## config.mk

```make
export PLATFORM = sky130hd
export DESIGN_NAME = tcam_mem
export DESIGN_NICKNAME = d
export VERILOG_FILES = /design/src/rtl/tcam_mem.sv
export SDC_FILE = /design/constraint.sdc
export NUM_CORES = 1
export LEC_CHECK = 0
export BUFFER_PORTS_ARGS = -buffer_cell sky130_fd_sc_hd__buf_2
export CORE_ASPECT_RATIO = 1.25
export CORE_MARGIN = 1.5
export CORE_UTILIZATION = 57
export DETAILED_ROUTE_END_ITERATION = 12
export GPL_TIMING_DRIVEN = 0
export PLACE_DENSITY = 0.86
export RECOVER_POWER = 25
export SETUP_SLACK_MARGIN = 0.05
export SLEW_MARGIN = 25
export SYNTH_ARGS = -nofsm -noshare
export SYNTH_HDL_FRONTEND = slang
export SYNTH_SLANG_ARGS = --single-unit
export TNS_END_PERCENT = 5
```

## constraint.sdc

```tcl
create_clock -name clk -period 8.65 [get_ports clk]
set_input_delay 0.865 -clock clk [delete_from_list [all_inputs] [get_ports clk]]
set_output_delay 0.865 -clock clk [all_outputs]
set_load 0.01 [all_outputs]
```

## src/rtl/tcam_mem.sv

```systemverilog
// Ternary CAM routing memory for a spike router: address-based write/read of data,
// care and valid arrays, plus associative compare (full key) and fire (source ID) search.
module tcam_mem #(
  parameter int ID_Width    = 4,
  parameter int AddressSize = 4,
  parameter int Bits        = 8,
  parameter int Words       = 16,
  parameter int BankSize    = 1
) (
  input  logic                   clk,
  input  logic                   rst,
  input  logic [2:0]             MODE,
  input  logic [ID_Width-1:0]    PacketID_In,
  input  logic [Bits-1:0]        Data_In,
  input  logic [Bits-1:0]        Mskb_In,
  input  logic [AddressSize-1:0] A_In,
  input  logic                   Dcs_In,
  input  logic                   Vbe_In,
  input  logic                   Vbi_In,
  output logic [ID_Width-1:0]    DstID_Out,
  output logic [Bits-1:0]        Data_Out,
  output logic                   Vb_Out,
  output logic                   Hit_Out,
  output logic [Words-1:0]       Hitline_Out
);

  typedef enum logic [2:0] {
    OP_IDLE  = 3'b000,
    OP_WRITE = 3'b001,
    OP_READ  = 3'b010,
    OP_FIRE  = 3'b011,
    OP_CMP   = 3'b100,
    OP_CLR   = 3'b101
  } op_e;

  localparam int WORDS_PER_BANK = Words / BankSize;
  // Fire keys only on the source-ID field; everything below it is excluded.
  localparam logic [Bits-1:0] FIRE_IGN = {{ID_Width{1'b0}}, {(Bits-ID_Width){1'b1}}};

  logic [Bits-1:0]     data_q [Words];
  logic [Bits-1:0]     data_d [Words];
  logic [Bits-1:0]     care_q [Words];
  logic [Bits-1:0]     care_d [Words];
  logic [Words-1:0]    valid_q, valid_d;
  logic [ID_Width-1:0] dst_q, dst_d;
  logic [Bits-1:0]     rdata_q, rdata_d;
  logic                vb_q, vb_d;
  logic                hit_q, hit_d;
  logic [Words-1:0]    hitline_q, hitline_d;

  logic [Words-1:0]    cmp_match, fire_match;
  logic [ID_Width-1:0] fire_dst;
  logic                addr_ok;
  logic [Bits-1:0]     fire_key;

  function automatic logic [Bits-1:0] masked_merge(logic [Bits-1:0] old_v,
                                                   logic [Bits-1:0] new_v,
                                                   logic [Bits-1:0] keep);
    return (old_v & keep) | (new_v & ~keep);
  endfunction

  function automatic logic entry_match(logic v, logic [Bits-1:0] d, logic [Bits-1:0] c,
                                       logic [Bits-1:0] key, logic [Bits-1:0] ign);
    return v && ((c & ~ign & (d ^ key)) == '0);
  endfunction

  assign addr_ok  = (int'(A_In) < Words);
  assign fire_key = {PacketID_In, {(Bits-ID_Width){1'b0}}};

  // Search: every bank evaluates every entry in parallel.
  always_comb begin
    cmp_match  = '0;
    fire_match = '0;
    for (int b = 0; b < BankSize; b++) begin
      for (int w = 0; w < WORDS_PER_BANK; w++) begin
        int idx;
        idx = b * WORDS_PER_BANK + w;
        cmp_match[idx]  = entry_match(valid_q[idx], data_q[idx], care_q[idx], Data_In, Mskb_In);
        fire_match[idx] = entry_match(valid_q[idx], data_q[idx], care_q[idx], fire_key, FIRE_IGN);
      end
    end
  end

  // Lowest matching index wins the destination.
  always_comb begin
    fire_dst = '0;
    for (int k = Words - 1; k >= 0; k--) begin
      if (fire_match[k]) fire_dst = data_q[k][ID_Width-1:0];
    end
  end

  always_comb begin
    data_d    = data_q;
    care_d    = care_q;
    valid_d   = valid_q;
    dst_d     = dst_q;
    rdata_d   = rdata_q;
    vb_d      = vb_q;
    hit_d     = hit_q;
    hitline_d = hitline_q;
    case (MODE)
      OP_WRITE: begin
        if (addr_ok) begin
          if (Dcs_In) data_d[A_In] = masked_merge(data_q[A_In], Data_In, Mskb_In);
          else        care_d[A_In] = masked_merge(care_q[A_In], Data_In, Mskb_In);
          if (Vbe_In) valid_d[A_In] = Vbi_In;
        end
      end
      OP_READ: begin
        if (addr_ok) begin
          rdata_d = Dcs_In ? data_q[A_In] : care_q[A_In];
          vb_d    = Vbe_In ? valid_q[A_In] : 1'b0;
        end else begin
          rdata_d = '0;
          vb_d    = 1'b0;
        end
      end
      OP_FIRE: begin
        hitline_d = fire_match;
        hit_d     = |fire_match;
        dst_d     = fire_dst;
      end
      OP_CMP: begin
        hitline_d = cmp_match;
        hit_d     = |cmp_match;
      end
      OP_CLR: begin
        for (int k = 0; k < Words; k++) begin
          data_d[k] = '0;
          care_d[k] = '0;
        end
        valid_d   = '0;
        dst_d     = '0;
        rdata_d   = '0;
        vb_d      = 1'b0;
        hit_d     = 1'b0;
        hitline_d = '0;
      end
      default: ;
    endcase
  end

  always_ff @(posedge clk or posedge rst) begin
    if (rst) begin
      for (int k = 0; k < Words; k++) begin
        data_q[k] <= '0;
        care_q[k] <= '0;
      end
      valid_q   <= '0;
      dst_q     <= '0;
      rdata_q   <= '0;
      vb_q      <= 1'b0;
      hit_q     <= 1'b0;
      hitline_q <= '0;
    end else begin
      for (int k = 0; k < Words; k++) begin
        data_q[k] <= data_d[k];
        care_q[k] <= care_d[k];
      end
      valid_q   <= valid_d;
      dst_q     <= dst_d;
      rdata_q   <= rdata_d;
      vb_q      <= vb_d;
      hit_q     <= hit_d;
      hitline_q <= hitline_d;
    end
  end

  assign DstID_Out   = dst_q;
  assign Data_Out    = rdata_q;
  assign Vb_Out      = vb_q;
  assign Hit_Out     = hit_q;
  assign Hitline_Out = hitline_q;

endmodule

```

==> impl_metrics.yaml <==
route:
  wl_per_cell_um: 35.5
  drtIter0Drc: 2544
  vias: 17500
  drt_first_pass_iters: 6
  drt_wl_total_um: 84900
  drc: 0
  via_per_inst: 7.35
  ant_nets: 0
clocking:
  post-cts-setup-buffers: 0
  ctsHoldBuffers: 0
  clk_pin_slew_worst_paths_ps: 70
  cts.htree.levels: 1
  cts_resized: 0
  cts_buffer_depth: 3
  cts_sinks: 302
  clock_latency_ps: 620
  cts_tree: "done"
  cts_root_buf: "clkbuf_16"
  numCtsBuffers: 30
synth:
  syn_area_um2: 17900
  synthCells: 1873
  yosysTopAreaCell: "dfrtp_1"
  synthArstFlopShare_pct: 100
  ys_seq_area_share_pct: 42.2
  synth_ff_type: "dfrtp_1"
  synth_area_leaders: "dfrtp_1 (42%), mux4_2 (11%), o21ai_0 (8.0%), nand2_1 (7.6%), xor2_1 (6.6%)"
  synth_nets: 1905
  yosysWarnings: 0
  ys_types: 54
  synth-seq-cells: 302
  synth_top_area_share_pct: 42.2
  postSynthAreaPerCell_um2: 9.55
  synth_edf_count: 0
sta:
  fin_crit_ps: 4130
  hold_violations: 0
  hold-worst-slack_ps: 292
  grt_setup_unrepaired: "false"
  worstMarginPinSlew_ps: 1830
  period_share_pct: 47.8
  setup_viol: 0
  clock-skew-final_ps: 30.2
  max_freq_mhz: 242
  tns_ps: 0
  maxSlewViolCount: 126
  maxSlewHeadroom_pct: -21.9
grt:
  track_usage_pct: 53.5
  grt_pass1_vias: 17200
  antenna_found_initial: 7
  grt.overflow.total: 0
  grt_start_max_net_pins: 36
  grt_first_pass_wirelength_um: 121000
power_and_ir_drop:
  p_leak_nw: 8.13
  p_total_mw: 3.53
  ir_drop_mv: 0.208
  power.density_nw_per_um2: 178
placement:
  globalplace.congestion: 1.07
  io_buffers: 39
  hpwl_um: 64900
  dp_cells: 2331
setup_path:
  reg2reg_from: "care_q[8]"
  crit_path_start_kind: "primary input"
  reg2reg_slack_ps: 5370
  max_stage_delay_ps: 900
  cp_slowest_cell: "a21oi_1"
  critPathCaptureType: "flop"
  crit_fanout: 10
  cp.arrival_ps: 4590
  required_ps: 9110
  path_class: "in -> reg"
  r2r_end: "care_q[40]"
  reg2reg_depth: 5
  path_cells: "buf_2 > buf_4 > buf_1 > mux4_2 > mux4_2 > a21oi_1 > buf_2 > o21ai_0"
worst_hold_path:
  min_path_type: "in -> async"
final_layout:
  syn_to_final_growth_pct: 10.9
  post-route-util_pct: 64.2
  layout_common_cells: "nand2_1 (362), dfrtp_1 (302), o21ai_0 (286)"
  layout.nets: 1989
  drive_gt1_share_pct: 12.8
  final_common_cell: "nand2_1"
  final_cell_count_no_fill: 2389
floorplanning:
  start_util_pct: 57.9
  die_w_um: 161
  die_y_um: 201
  io_pins: 62
  fp-row-count: 72
  fp.coreArea_um2: 30900
  dieArea_um2: 32500
outcome:
  status: "finished, violations left"
  violations: "max-capacitance violations, max-slew violations"
flow_run:
  maxCapViolCount: 4
-- synthesized netlist by cell type, drive strengths merged, types with 6 or more instances --
cell type    n
nor2        48
nand3       22
and2         6
nor3b       25
o32ai       16
a222oi      11
xnor2       57
buf         48
nor2b       13
dfrtp      302
nor3        10
mux4        85
xor2       135
o221ai       6
a22oi       34
nand3b      72
clkbuf      61
nand2b      25
mux2i        8
nand4       25
nor4        22
a21oi       55
o21ai      327
nand2      362
a21boi       6
inv         36
o31ai        9
o211ai       6
-- flip-flops by register name, summed over array words and instances, names as in the netlist --
signal and count:
care_q 128, data_q 128, Hitline_Out 16, valid_q 16, Data_Out 8, DstID_Out 4, Hit_Out 1, Vb_Out 1
-- routing by layer --
layer / up-vias / part of all wire, % / track usage (%) / wire (µm)
li1: 6917 / - / - / -
met1: 8448 / 32 / 60.7 / 26900
met2: 1645 / 44 / 81.1 / 37600
met3: 534 / 12 / 16.0 / 10300
met4: 4 / 12 / 48.2 / 10100
met5: - / 0.027 / 0.606 / 23
-- report_power, final --
part | switching (mW) | internal [mW] | leakage [nW]
clock | 0.603 | 0.786 | 0.514
sequential | 0.0707 | 1.46 | 4.19
combinational | 0.432 | 0.184 | 3.43
total | 1.11 | 2.43 | 8.13
-- worst max-delay path by stage --
stage | startpoint | end | slack (ps) | cells after the start
global placement | rst | data_q[6] | 2230 | 2
finish | A_In[1] | data_q[35] | 4520 | 8
global route | rst | valid_q[13] | 3920 | 5
detailed placement | A_In[1] | data_q[3] | 4180 | 8
floorplan | rst | Data_Out[0] | 3770 | 1
CTS | A_In[1] | data_q[3] | 4780 | 8
-- kinds of logic after synthesis --
| family | count (synthesis) | synth area share [%] |
|---|---|---|
| AO/OA/AOI/OAI | 501 | 16.4 |
| XOR/XNOR | 192 | 9.40 |
| buffers and inverters | 145 | 3.59 |
| flip-flops | 302 | 42.2 |
| multiplexers | 93 | 11.1 |
| AND/OR/NAND/NOR | 640 | 17.2 |
-- worst max-delay path, delay by kind of cell --
family	cells	cell delay [ps]
AO/OA/AOI/OAI	2	1050
multiplexers	2	1050
buffers and inverters	4	1610
-- final cells by class --
| cell class | instances | area [µm²] |
|---|---|---|
| fill | 2559 | 11000 |
| inverter | 36 | 136 |
| clock inverter | 16 | 170 |
| multi-input combinational | 1426 | 9760 |
| buffer | 109 | 508 |
| antenna | 3 | 7.51 |
| timing repair buffer | 52 | 347 |
| sequential | 302 | 7560 |
| clock buffer | 38 | 852 |
| tap | 407 | 509 |
-- stage by stage --
stage	setup WS (ps)	cell area [µm²]
after CTS	4780	19900
final	4520	19900
after global placement	2230	18600
after floorplan	3770	17900
after global routing	3920	19800
after detailed placement	4180	18900
No activity file was read; power rests on OpenSTA's default activity.
